$ cat src/rtl/window_ctrl.sv
// Sliding-window controller: counts accepted raster pixels, gates the line-buffer
// shift enable, and flags each stride-aligned KxK window with its top-left coordinate.
module window_ctrl #(
    parameter int IMG_W  = 8,
    parameter int IMG_H  = 8,
    parameter int K      = 3,
    parameter int STRIDE = 1
) (
    input  logic                                          clk,
    input  logic                                          rst,
    input  logic                                          start,
    input  logic                                          in_valid,
    output logic                                          in_ready,
    output logic                                          shift_ce,
    output logic                                          win_valid,
    output logic [((IMG_H > 1) ? $clog2(IMG_H) : 1)-1:0]  out_row,
    output logic [((IMG_W > 1) ? $clog2(IMG_W) : 1)-1:0]  out_col,
    output logic                                          busy,
    output logic                                          done
);

    localparam int RW = (IMG_H > 1) ? $clog2(IMG_H) : 1;
    localparam int CW = (IMG_W > 1) ? $clog2(IMG_W) : 1;
    localparam int PW = (STRIDE > 1) ? $clog2(STRIDE) : 1;

    localparam logic [RW-1:0] ROW_K1   = RW'(K - 1);
    localparam logic [RW-1:0] ROW_LAST = RW'(IMG_H - 1);
    localparam logic [CW-1:0] COL_K1   = CW'(K - 1);
    localparam logic [CW-1:0] COL_LAST = CW'(IMG_W - 1);
    localparam logic [PW-1:0] PH_LAST  = PW'(STRIDE - 1);

    typedef enum logic [1:0] {
        S_IDLE,
        S_RUN,
        S_DONE
    } state_t;

    state_t        r_state, w_state_next;
    logic [RW-1:0] r_row, w_row_next;
    logic [CW-1:0] r_col, w_col_next;
    logic [PW-1:0] r_rph, w_rph_next;
    logic [PW-1:0] r_cph, w_cph_next;
    logic [RW-1:0] r_out_row;
    logic [CW-1:0] r_out_col;
    logic          r_win_valid;
    logic          w_accept;
    logic          w_last;
    logic          w_win_event;
    logic          w_row_inc;
    logic          w_col_inc;

    assign w_accept    = in_valid & in_ready;
    assign shift_ce    = w_accept;
    assign w_last      = (r_row == ROW_LAST) && (r_col == COL_LAST);
    // Window is judged on the pre-increment position: the pixel being accepted
    // is the bottom-right corner of the window.
    assign w_win_event = w_accept && (r_row >= ROW_K1) && (r_col >= COL_K1)
                         && (r_rph == '0) && (r_cph == '0);

    always_comb begin
        w_state_next = r_state;
        in_ready     = 1'b0;
        busy         = 1'b0;
        done         = 1'b0;
        w_row_next   = r_row;
        w_col_next   = r_col;
        w_rph_next   = r_rph;
        w_cph_next   = r_cph;
        w_row_inc    = 1'b0;
        w_col_inc    = 1'b0;

        case (r_state)
            S_IDLE: begin
                if (start) w_state_next = S_RUN;
            end
            S_RUN: begin
                in_ready = 1'b1;
                busy     = 1'b1;
                if (in_valid) begin
                    if (w_last) begin
                        w_state_next = S_DONE;
                        w_row_next   = '0;
                        w_col_next   = '0;
                        w_rph_next   = '0;
                        w_cph_next   = '0;
                    end else begin
                        w_col_inc = 1'b1;
                        if (r_col == COL_LAST) begin
                            w_col_next = '0;
                            w_row_next = r_row + RW'(1);
                            w_row_inc  = 1'b1;
                        end else begin
                            w_col_next = r_col + CW'(1);
                        end
                    end
                end
            end
            S_DONE: begin
                busy         = 1'b1;
                done         = 1'b1;
                w_state_next = S_IDLE;
            end
            default: w_state_next = S_IDLE;
        endcase

        // Phases restart when the position first reaches K-1 and only advance beyond it.
        if (w_col_inc) begin
            if (w_col_next == COL_K1)
                w_cph_next = '0;
            else if (w_col_next > COL_K1)
                w_cph_next = (r_cph == PH_LAST) ? '0 : r_cph + PW'(1);
        end
        if (w_row_inc) begin
            if (w_row_next == ROW_K1)
                w_rph_next = '0;
            else if (w_row_next > ROW_K1)
                w_rph_next = (r_rph == PH_LAST) ? '0 : r_rph + PW'(1);
        end
    end

    always_ff @(posedge clk) begin
        if (rst) begin
            r_state     <= S_IDLE;
            r_row       <= '0;
            r_col       <= '0;
            r_rph       <= '0;
            r_cph       <= '0;
            r_out_row   <= '0;
            r_out_col   <= '0;
            r_win_valid <= 1'b0;
        end else begin
            r_state     <= w_state_next;
            r_row       <= w_row_next;
            r_col       <= w_col_next;
            r_rph       <= w_rph_next;
            r_cph       <= w_cph_next;
            r_win_valid <= w_win_event;
            if (w_win_event) begin
                r_out_row <= r_row - ROW_K1;
                r_out_col <= r_col - COL_K1;
            end
        end
    end

    assign win_valid = r_win_valid;
    assign out_row   = r_out_row;
    assign out_col   = r_out_col;

endmodule
$ cat config.mk
export PLATFORM = sky130hd
export DESIGN_NAME = window_ctrl
export DESIGN_NICKNAME = d
export VERILOG_FILES = /design/src/rtl/window_ctrl.sv
export SDC_FILE = /design/constraint.sdc
export NUM_CORES = 1
export LEC_CHECK = 0
export CELL_PAD_IN_SITES_DETAIL_PLACEMENT = 1
export CELL_PAD_IN_SITES_GLOBAL_PLACEMENT = 2
export CORE_MARGIN = 1.5
export CORE_UTILIZATION = 30
export CTS_BUF_LIST = sky130_fd_sc_hd__clkbuf_4
export DETAILED_ROUTE_END_ITERATION = 10
export GPL_TIMING_DRIVEN = 0
export HOLD_SLACK_MARGIN = 0.05
export PLACE_DENSITY = 0.75
export SYNTH_ARGS = -nofsm -noshare
export SYNTH_HDL_FRONTEND = slang
export SYNTH_SLANG_ARGS = --single-unit
$ cat constraint.sdc
create_clock -name clk -period 2.4 [get_ports clk]
set_input_delay 0.48 -clock clk [delete_from_list [all_inputs] [get_ports clk]]
set_output_delay 0.48 -clock clk [all_outputs]
set_load 0.01 [all_outputs]
==> qor.txt <==
worst hold path depth = 2
vias per std cell = 4.73
R2R depth = 5
critical path arrival = 1.82 ns
via count of the first global-routing pass = 744
final hold violations = 0
root cell of the clock tree = sky130_fd_sc_hd__clkbuf_4
number of buffers inserted for hold repair after clock tree synthesis = 0
horizontal extent of the die = 58.7 um
most common library cell in the layout ignoring fill and taps = sky130_fd_sc_hd__dfxtp_1
Synth Area in Simple Gates = 21.5%
fraction of synthesized area in multiplexers = 10.8%
Yosys top cell by area = sky130_fd_sc_hd__dfxtp_1
R2R setup slack = 0.66 ns
final layout net count = 134
# H-tree levels = 1
antenna violations before repair = 0
Synth area leaders = sky130_fd_sc_hd__dfxtp_1, sky130_fd_sc_hd__ha_1, sky130_fd_sc_hd__mux2_4, sky130_fd_sc_hd__nand2_1, sky130_fd_sc_hd__inv_1
number of nets in the synthesized netlist = 115
overflow left after global routing = 0
number of max-slew violations in the final report = 0
site row count = 20
fraction of post-synthesis cell area in the top cell type by area = 36.6%
setup repair bufs after CTS = 0
Power per Cell Area = 480 mW/mm2
post-synthesis to final-layout area growth = 24.1%
via total after detailed routing = 709
antenna violation net count after detailed routing = 0
layout cells sized above 1 = 12.8%
overall fraction of global-route tracks in use = 12.8%
number of DRC violations after detailed-routing iteration 0 = 9
run status = finished, final reports clean
max-capacitance violation count = 0
TritonCTS clock tree = built
CP Data Required Time = 1.92 ns
final clock period utilization by the worst path = 95.9%
largest clock skew in the final design = 0.00237 ns
clock slew at the register clock pins of the worst setup and hold paths = 0.10 ns
largest vdd supply drop = 233 uV
Pre-Repair DR Iteration Count = 2
core region area = 0.00300 mm2
number of buffer cells added on primary ports = 14
ANT cells = 0
hpwl dp = 1460 um
adder-cell share of the synthesized area = 16.2%
fmax = 434 MHz
post-synthesis area per instance = 9.39 um2
number of setup violations in the final report = 0
number of buffers created by CTS = 3
most used cells in the layout excluding fill and tap cells = sky130_fd_sc_hd__dfxtp_1, sky130_fd_sc_hd__clkdlybuf4s50_1, sky130_fd_sc_hd__nand2_1
main combinational cell family by area after synthesis = simple AND/OR/NAND/NOR gates
summed instance area of the synthesized netlist = 930 um2
standby leakage power = 0.000465 uW
startpoint of the worst hold path = out_row[0]
count of synthesis-stage warnings from yosys = 0
share of the yosys chip area belonging to registers = 36.6%
Tightest Hold Check Type = flip-flop to flip-flop
number of remaining DRC errors = 0
time the worst path needs with I/O delays and setup = 2.30 ns
wire length of the first global-routing pass = 3280 um
Setup CP Type = input port to output port
RSZ-0062 raised after global routing = no
Yosys reg bits = 17
Worst setup EP type = output port
compound-gate portion of the synthesized area = 10.1%
Die Span Y = 58.7 um
wire length per cell = 12.3 um
Post-Synth XOR/XNOR Area = 0%
library cells used by synthesis = 23
initial core utilization = 31.0%
launching point of the worst reg2reg path = r_state[1]
capturing point of the worst reg2reg path = out_row[2]
worst relative slew slack = 64.4%
maximum number of pins on one net before global-route repair = 11
hold slack = 0.464 ns
Startpoint Class = input port
setup TNS after final layout = 0 ns
Total Power Consumption = 554 uW
Clock Latency Late Sink = 0.28 ns
Hold Path End = out_row[0]
maximum clock insertion buffer count = 2
overall die area = 0.00344 mm2
Least-Margin Pin Slew = 0.534 ns
clock tree sinks = 17
Syn Inst Count = 99
Ports = 15
CP Max Fanout = 6
Total Wirelength = 1850 um
routability congestion estimate from global placement = 0.670
[per-stage QoR]
step / cells / setup slack (ns) / instance area, um2 / util [%]
global route: 150 / 0.0165 / 1150 / 38.4
global placement: 146 / 0.0720 / 1110 / 37.0
finish: 150 / 0.0975 / 1150 / 38.4
detailed placement: 146 / 0.0860 / 1110 / 37.0
floorplan: 99 / 0.696 / 930 / -
CTS: 150 / 0.00979 / 1140 / 38.0
[worst max-delay path by stage]
stage                           from    endpoint  slack [ns]  cells past startpoint
after global routing        in_valid    shift_ce        0.02                      4
after CTS                 r_state[1]    shift_ce        0.01                      5
after floorplan           r_state[1]  out_col[1]        0.70                      5
after global placement      in_valid    shift_ce        0.07                      4
after detailed placement    in_valid    shift_ce        0.09                      4
final                       in_valid    shift_ce         0.1                      4
[logic make-up after synthesis]
group                    Yosys count
AO/OA/AOI/OAI                     12
adder cells (fa/ha/maj)           12
buffers and inverters             12
flip-flops                        17
multiplexers                       8
AND/OR/NAND/NOR                   38
[state kept, by name (all words and copies together) (netlist names)]
signal,count
win_valid,1
out_row,3
r_state,2
r_row,3
r_rph,1
r_col,3
r_cph,1
out_col,3
[worst max-delay path: stages]
cell	delay [ns]
sky130_fd_sc_hd__clkdlybuf4s50_1	0.55
sky130_fd_sc_hd__nand2_1	0.18
sky130_fd_sc_hd__inv_1	0.09
sky130_fd_sc_hd__clkdlybuf4s50_1	0.53
[area by class of cell]
type	count	area [um2]
clock buffers	4	30.0
fillers	350	1850
inverters	11	41.3
well taps	33	41.3
repair buffers	14	140
multi-input cells	70	557
plain buffers	1	3.75
flip-flops and latches	17	340
[per-layer routing]
| metal | vias to the layer above | routed length [um] | GRT usage (%) |
|---|---|---|---|
| met5 | - | 0 | 0 |
| met4 | 0 | 12 | 5.84 |
| met3 | 2 | 59 | 2.64 |
| met2 | 12 | 917 | 22.5 |
| met1 | 330 | 861 | 14.9 |
| li1 | 365 | - | - |
[repair_timing]
item | 4_1_cts | 5_1_grt
hold endpoints to repair | 0 | 0
setup endpoints to repair | 0 | 1
resized for setup | 0 | 2
[synthesized netlist by cell type]
| cell type | instances |
|---|---|
| sky130_fd_sc_hd__a31oi_1 | 1 |
| sky130_fd_sc_hd__or3_1 | 2 |
| sky130_fd_sc_hd__a21oi_1 | 7 |
| sky130_fd_sc_hd__nor3b_1 | 2 |
| sky130_fd_sc_hd__mux2_4 | 4 |
| sky130_fd_sc_hd__and2_2 | 1 |
| sky130_fd_sc_hd__nand2_1 | 13 |
| sky130_fd_sc_hd__nand3_1 | 3 |
| sky130_fd_sc_hd__or3b_2 | 1 |
| sky130_fd_sc_hd__nor2_1 | 7 |
| sky130_fd_sc_hd__nor2b_1 | 5 |
| sky130_fd_sc_hd__mux2i_1 | 4 |
| sky130_fd_sc_hd__or2_2 | 1 |
| sky130_fd_sc_hd__a221oi_4 | 1 |
| sky130_fd_sc_hd__a21boi_0 | 1 |
| sky130_fd_sc_hd__a21o_2 | 1 |
| sky130_fd_sc_hd__nand4bb_2 | 1 |
| sky130_fd_sc_hd__dfxtp_1 | 17 |
| sky130_fd_sc_hd__clkbuf_1 | 1 |
| sky130_fd_sc_hd__inv_1 | 11 |
| sky130_fd_sc_hd__o211a_1 | 1 |
| sky130_fd_sc_hd__nand2b_1 | 2 |
| sky130_fd_sc_hd__ha_1 | 12 |
[where the power goes]
part	total [uW]	switching, uW	internal [uW]
sequential	296	8.06	288
clock	166	89.9	75.8
combinational	92.1	44.4	47.7
Note: power is estimated with default switching activity, not from simulation.
==> RTL change 1 (same flow settings) <==
Change the parameter `IMG_H` from 8 to 4.
--- a/src/rtl/window_ctrl.sv
+++ b/src/rtl/window_ctrl.sv
@@ -2,7 +2,7 @@
 // shift enable, and flags each stride-aligned KxK window with its top-left coordinate.
 module window_ctrl #(
     parameter int IMG_W  = 8,
-    parameter int IMG_H  = 8,
+    parameter int IMG_H  = 4,
     parameter int K      = 3,
     parameter int STRIDE = 1
 ) (
Ports: changed (resized out_row); port bits go from 15 to 14. The function was not compared with the original's and may differ.
==> RTL change 1 against the unedited design <==
- wire length shrank 1.5%
- highest routed layer unchanged
- register-to-register slack lost 0.06 ns
- final area shrank 9.9%
- sequential cell count shrank 2
- worst setup slack gained 0.0038 ns
- count of clock-buffer cells in the layout is the same
- combinational power shrank 0.4%
- utilization grew 2.4 points
- global-route usage shrank 0.13 points
- die area shrank 10%
- power shrank 6.8%
- synthesized area shrank 10%
==> RTL change 1: results (changes against the unedited design) <==
ROUTE
--------------------------------------------------------------------------
Aggregate routed wire length ................................      1.82 mm   was 1.85 mm
Drt via density .............................................         4.92   was 4.73

YOSYS
--------------------------------------------------------------------------
Complex-gate fraction of the synthesized area ...............        0.135   was 0.101
Syn_nets ....................................................          104   was 115
Top post-synthesis cells by count ........................... 15 x sky130_fd_sc_hd__dfxtp_1, 11 x sky130_fd_sc_hd__ha_1, 11 x sky130_fd_sc_hd__nand2_1, 8 x sky130_fd_sc_hd__a21oi_1, 7 x sky130_fd_sc_hd__inv_1   was 17 x sky130_fd_sc_hd__dfxtp_1, 13 x sky130_fd_sc_hd__nand2_1, 12 x sky130_fd_sc_hd__ha_1, 11 x sky130_fd_sc_hd__inv_1
Count of distinct cell types in the synthesized netlist .....           26   was 23
Sequential share of the synthesized area ....................        0.361   was 0.366
Synth Area in Adders ........................................        0.165   was 0.162
Number of instances in the synthesized netlist ..............           89   was 99

POWER
--------------------------------------------------------------------------
Reported leakage power ......................................  0.000414 uW   was 0.000465 uW
Worst IR Drop VDD ...........................................     0.259 mV   was 0.233 mV

RUN STATUS
--------------------------------------------------------------------------
Run status .................................................. finished, final reports clean   unchanged

PLACE
--------------------------------------------------------------------------
Global placer's final weighted congestion ...................        0.685   was 0.670
DP Wirelength ...............................................      1.40 mm   was 1.46 mm
Post-Place Setup Slack ......................................   -0.0937 ns   was 0.0860 ns
IO buf count ................................................           13   was 14
Post-placement cell count ...................................          132   was 146

LAYOUT
--------------------------------------------------------------------------
Final Net Count .............................................          122   was 134
Fraction of layout instances using a drive strength above 1 .        0.142   was 0.128

WORST HOLD PATH
--------------------------------------------------------------------------
Hold path startpoint ........................................ out_col[0]$_SDFFE_PP0P_   was out_row[0]$_SDFFE_PP0P_
End of the worst hold path .................................. out_col[0]$_SDFFE_PP0P_   was out_row[0]$_SDFFE_PP0P_

STA
--------------------------------------------------------------------------
Period Utilization, post-route ..............................        0.958   was 0.959
Final worst clock skew ......................................   0.00980 ns   was 0.00237 ns
Worst max-slew margin expressed relative to the limit .......        0.638   was 0.644

GRT
--------------------------------------------------------------------------
First-pass GRT wire length ..................................      3.15 mm   was 3.28 mm

SETUP PATH
--------------------------------------------------------------------------
Setup slack of the most critical reg-to-reg path ............      0.60 ns   was 0.66 ns

## RTL change 1: cell count changes after synthesis, sizes merged, moves of 2 or more
cell,delta
nand3,-2
nand2,-2
dfxtp,-2
inv,-4
o21ai,+2
## RTL change 1: through the flow
step / cell area [sq um] / util / hold WS [ns]
after CTS: 1030 / 0.406 / 0.469
after floorplan: 832 / - / 0.446
after global placement: 1000 / 0.393 / 0.442
after global routing: 1040 / 0.409 / 0.496
after detailed placement: 1000 / 0.393 / 0.455
final: 1040 / 0.409 / 0.464
## RTL change 1: power groups by stage
| stage | logic [uW] | registers (uW) | clock network, uW |
|---|---|---|---|
| after floorplan | 53.1 | 266 | 0 |
| after global placement | 85.9 | 268 | 0 |
| after detailed placement | 87.8 | 268 | 0 |
| after CTS | 90.3 | 263 | 168 |
| after global routing | 102 | 264 | 182 |
| final | 91.7 | 262 | 163 |
## RTL change 1: timing repair
item | CTS | global route
gates resized for setup | 2 | 2
pin swaps | 0 | 0
hold buffers | 0 | 0
endpoints found under the setup margin | 1 | 1
## RTL change 1: layer usage
metal / track usage / wire length [um]
met5: 0 / 0
met4: 0.0209 / 16
met3: 0.0419 / 65
met2: 0.216 / 946
met1: 0.157 / 794
## RTL change 1: logic make-up after synthesis
family / count (synthesis)
buffers and inverters: 9
AND/OR/NAND/NOR: 32
AO/OA/AOI/OAI: 15
multiplexers: 7
adder cells (fa/ha/maj): 11
flip-flops: 15
## RTL change 1: area by class of cell
class                           count  area, sq um
Tap cell                           30         37.5
Inverter                            8         30.0
Multi-Input combinational cell     65          508
Timing Repair Buffer               13          130
Clock buffer                        4         30.0
Fill cell                         298         1510
Buffer                              1         3.75
Sequential cell                    15          300
==> RTL change 2 (same flow settings) <==
Made on the original files. Re-encode `state_t` (3 states) as one-hot, 3 bits wide.
--- a/src/rtl/window_ctrl.sv
+++ b/src/rtl/window_ctrl.sv
@@ -29,10 +29,10 @@
     localparam logic [CW-1:0] COL_LAST = CW'(IMG_W - 1);
     localparam logic [PW-1:0] PH_LAST  = PW'(STRIDE - 1);
 
-    typedef enum logic [1:0] {
-        S_IDLE,
-        S_RUN,
-        S_DONE
+    typedef enum logic [2:0] {
+        S_IDLE = 3'b001,
+        S_RUN  = 3'b010,
+        S_DONE = 3'b100
     } state_t;
 
     state_t        r_state, w_state_next;
Check against the original RTL: same outputs for any inputs over 10 cycles, from zero or initial values and one cycle with rst high; not proved beyond that.
==> RTL change 2 against the unedited design <==
- via count grew 1.4%
- non-clock buffer count is 4 higher
- global-route usage up 1.2 points
- sequential cell count is 1 higher
- wire length increased by 7.3%
- final area down 5.9%
- worst setup slack gained 0.20 ns
- synthesized area fell by 6.3%
- sequential share of layout area grew 3.7 points
Power is not compared: it rests on default switching activity, and its combinational part moved more than twofold at a synthesized area within 25%.
==> RTL change 2: results (changes against the unedited design) <==
GRT
-------------------------------------------------------------------------------------------
Antenna violations before repair .............................................            0   unchanged
Remaining Overflow, GRT ......................................................            0   unchanged
Global-route total usage across every layer ..................................        0.140   was 0.128
Vias in the first global route ...............................................          787   was 744
Met3 demand-to-capacity share in global routing ..............................       0.0207   was 0.0264
Met1 Usage GRT ...............................................................        0.182   was 0.149
First-pass GRT wire length ...................................................      3.54 mm   was 3.28 mm
Met2 Resource Use GR .........................................................        0.234   was 0.225

YOSYS
-------------------------------------------------------------------------------------------
Count of distinct cell types in the synthesized netlist ......................           29   was 23
Syn_nets .....................................................................          107   was 115
Top post-synthesis cells by count ............................................ 18 x sky130_fd_sc_hd__dfxtp_1, 8 x sky130_fd_sc_hd__ha_1, 7 x sky130_fd_sc_hd__a21oi_1, 7 x sky130_fd_sc_hd__inv_1, 7 x sky130_fd_sc_hd__nand2b_1   was 17 x sky130_fd_sc_hd__dfxtp_1, 13 x sky130_fd_sc_hd__nand2_1, 12 x sky130_fd_sc_hd__ha_1, 11 x sky130_fd_sc_hd__inv_1
Top area cells in the synthesized netlist .................................... sky130_fd_sc_hd__dfxtp_1 41%, sky130_fd_sc_hd__ha_1 11%, sky130_fd_sc_hd__nand2b_1 5.0%   was sky130_fd_sc_hd__dfxtp_1 37%, sky130_fd_sc_hd__ha_1 16%, sky130_fd_sc_hd__mux2_4 6.5%
Sequential share of the synthesized area .....................................        0.414   was 0.366

ROUTE
-------------------------------------------------------------------------------------------
Total number of vias .........................................................          719   was 709
Routed wire per std cell .....................................................      13.7 um   was 12.3 um
Number of design-rule violations left by the first detailed-router iteration .            4   was 9
Pre-antenna DRT Iters ........................................................            4   was 2
Met1 wire length .............................................................       995 um   was 861 um
Routed length on met2 ........................................................       911 um   was 917 um

STA
-------------------------------------------------------------------------------------------
Transition at the pin with the smallest max-transition slack .................     0.460 ns   was 0.534 ns
Final worst clock skew .......................................................   0.00651 ns   was 0.00237 ns
Hold Vio Cnt, Final ..........................................................            0   unchanged

SETUP PATH
-------------------------------------------------------------------------------------------
Data arrival time of the critical path .......................................      1.63 ns   was 1.82 ns
Max FO, Critical Path ........................................................            4   was 6

RUN STATUS
-------------------------------------------------------------------------------------------
Run status ................................................................... finished, final reports clean   unchanged

LAYOUT
-------------------------------------------------------------------------------------------
# fillers ....................................................................          346   was 350
Fraction of layout instances using a drive strength above 1 ..................        0.105   was 0.128

PLACE
-------------------------------------------------------------------------------------------
DP Wirelength ................................................................      1.43 mm   was 1.46 mm
Post-Place Setup Slack .......................................................    0.0112 ns   was 0.0860 ns
Global placer's final weighted congestion ....................................        0.723   was 0.670

[RTL change 2: cell types whose count changed after synthesis, moves of 2 or more]
cell / delta
sky130_fd_sc_hd__nand2_1: -7
sky130_fd_sc_hd__nand2b_1: +5
sky130_fd_sc_hd__a211oi_1: +4
sky130_fd_sc_hd__a31oi_1: +4
sky130_fd_sc_hd__ha_1: -4
sky130_fd_sc_hd__inv_1: -4
sky130_fd_sc_hd__mux2_4: -4
sky130_fd_sc_hd__nor2b_1: -4
sky130_fd_sc_hd__nor3_1: +3
sky130_fd_sc_hd__mux2i_1: -2
sky130_fd_sc_hd__nand3_1: -2
[RTL change 2: repair_timing]
action / CTS / global route
resized for setup: 0 / 1
buffers inserted: 0 / 1
endpoints found under the setup margin: 0 / 1
[RTL change 2: layout make-up]
class | instances | share of cell area
flip-flops and latches | 18 | 0.332
inverters | 8 | 0.0288
clock inverters | 1 | 0.00346
clock buffers | 3 | 0.0207
well taps | 31 | 0.0357
repair buffers | 15 | 0.138
multi-input cells | 65 | 0.423
plain buffers | 4 | 0.0184
[RTL change 2: kinds of logic after synthesis]
| family | count (synthesis) | share of synthesized area |
|---|---|---|
| mux | 2 | 0.0230 |
| simple gates | 36 | 0.249 |
| compound gates | 18 | 0.131 |
| xor+xnor | 1 | 0.0101 |
| flops | 18 | 0.414 |
| buf+inv | 12 | 0.0589 |
| fa+ha+maj | 8 | 0.115 |
[RTL change 2: through the flow]
step                      total power, uW  utilization  instances  hold slack (ns)  area (sq um)
after CTS                             496        0.390        144            0.490          1080
after global placement                337        0.381        140            0.461          1050
after global routing                  508        0.394        145            0.513          1090
final                                 490        0.394        145            0.487          1090
after floorplan                       325            -         95            0.457           871
after detailed placement              337        0.381        140            0.473          1050
[RTL change 2: path summary, 6_finish.rpt]
kind                           startpoint                       to  slack (ns)  cells after the start
setup / recovery  r_state[2]$_SDFFE_PP0P_                     busy        0.29                      3
hold / removal           r_rph$_SDFF_PP0_         r_rph$_SDFF_PP0_        0.49                      1
setup reg to reg      r_col[1]$_SDFF_PP0_  out_row[0]$_SDFFE_PP0P_        0.76                      6
hold reg to reg          r_rph$_SDFF_PP0_         r_rph$_SDFF_PP0_        0.49                      1
[RTL change 2: critical path, stage by stage (launching register included)]
cell and delay (ns):
sky130_fd_sc_hd__dfxtp_1 0.42, sky130_fd_sc_hd__nor3b_1 0.25, sky130_fd_sc_hd__or2_2 0.14, sky130_fd_sc_hd__clkdlybuf4s50_1 0.52
[RTL change 2: power groups by stage]
stage	clock (uW)	sequential, uW	combinational [uW]
2_1_floorplan	0	311	14.3
3_3_place_gp	0	311	25.4
3_5_place_dp	0	311	25.6
4_1_cts	166	305	25.8
5_1_grt	175	305	28.3
6_report	160	304	25.6
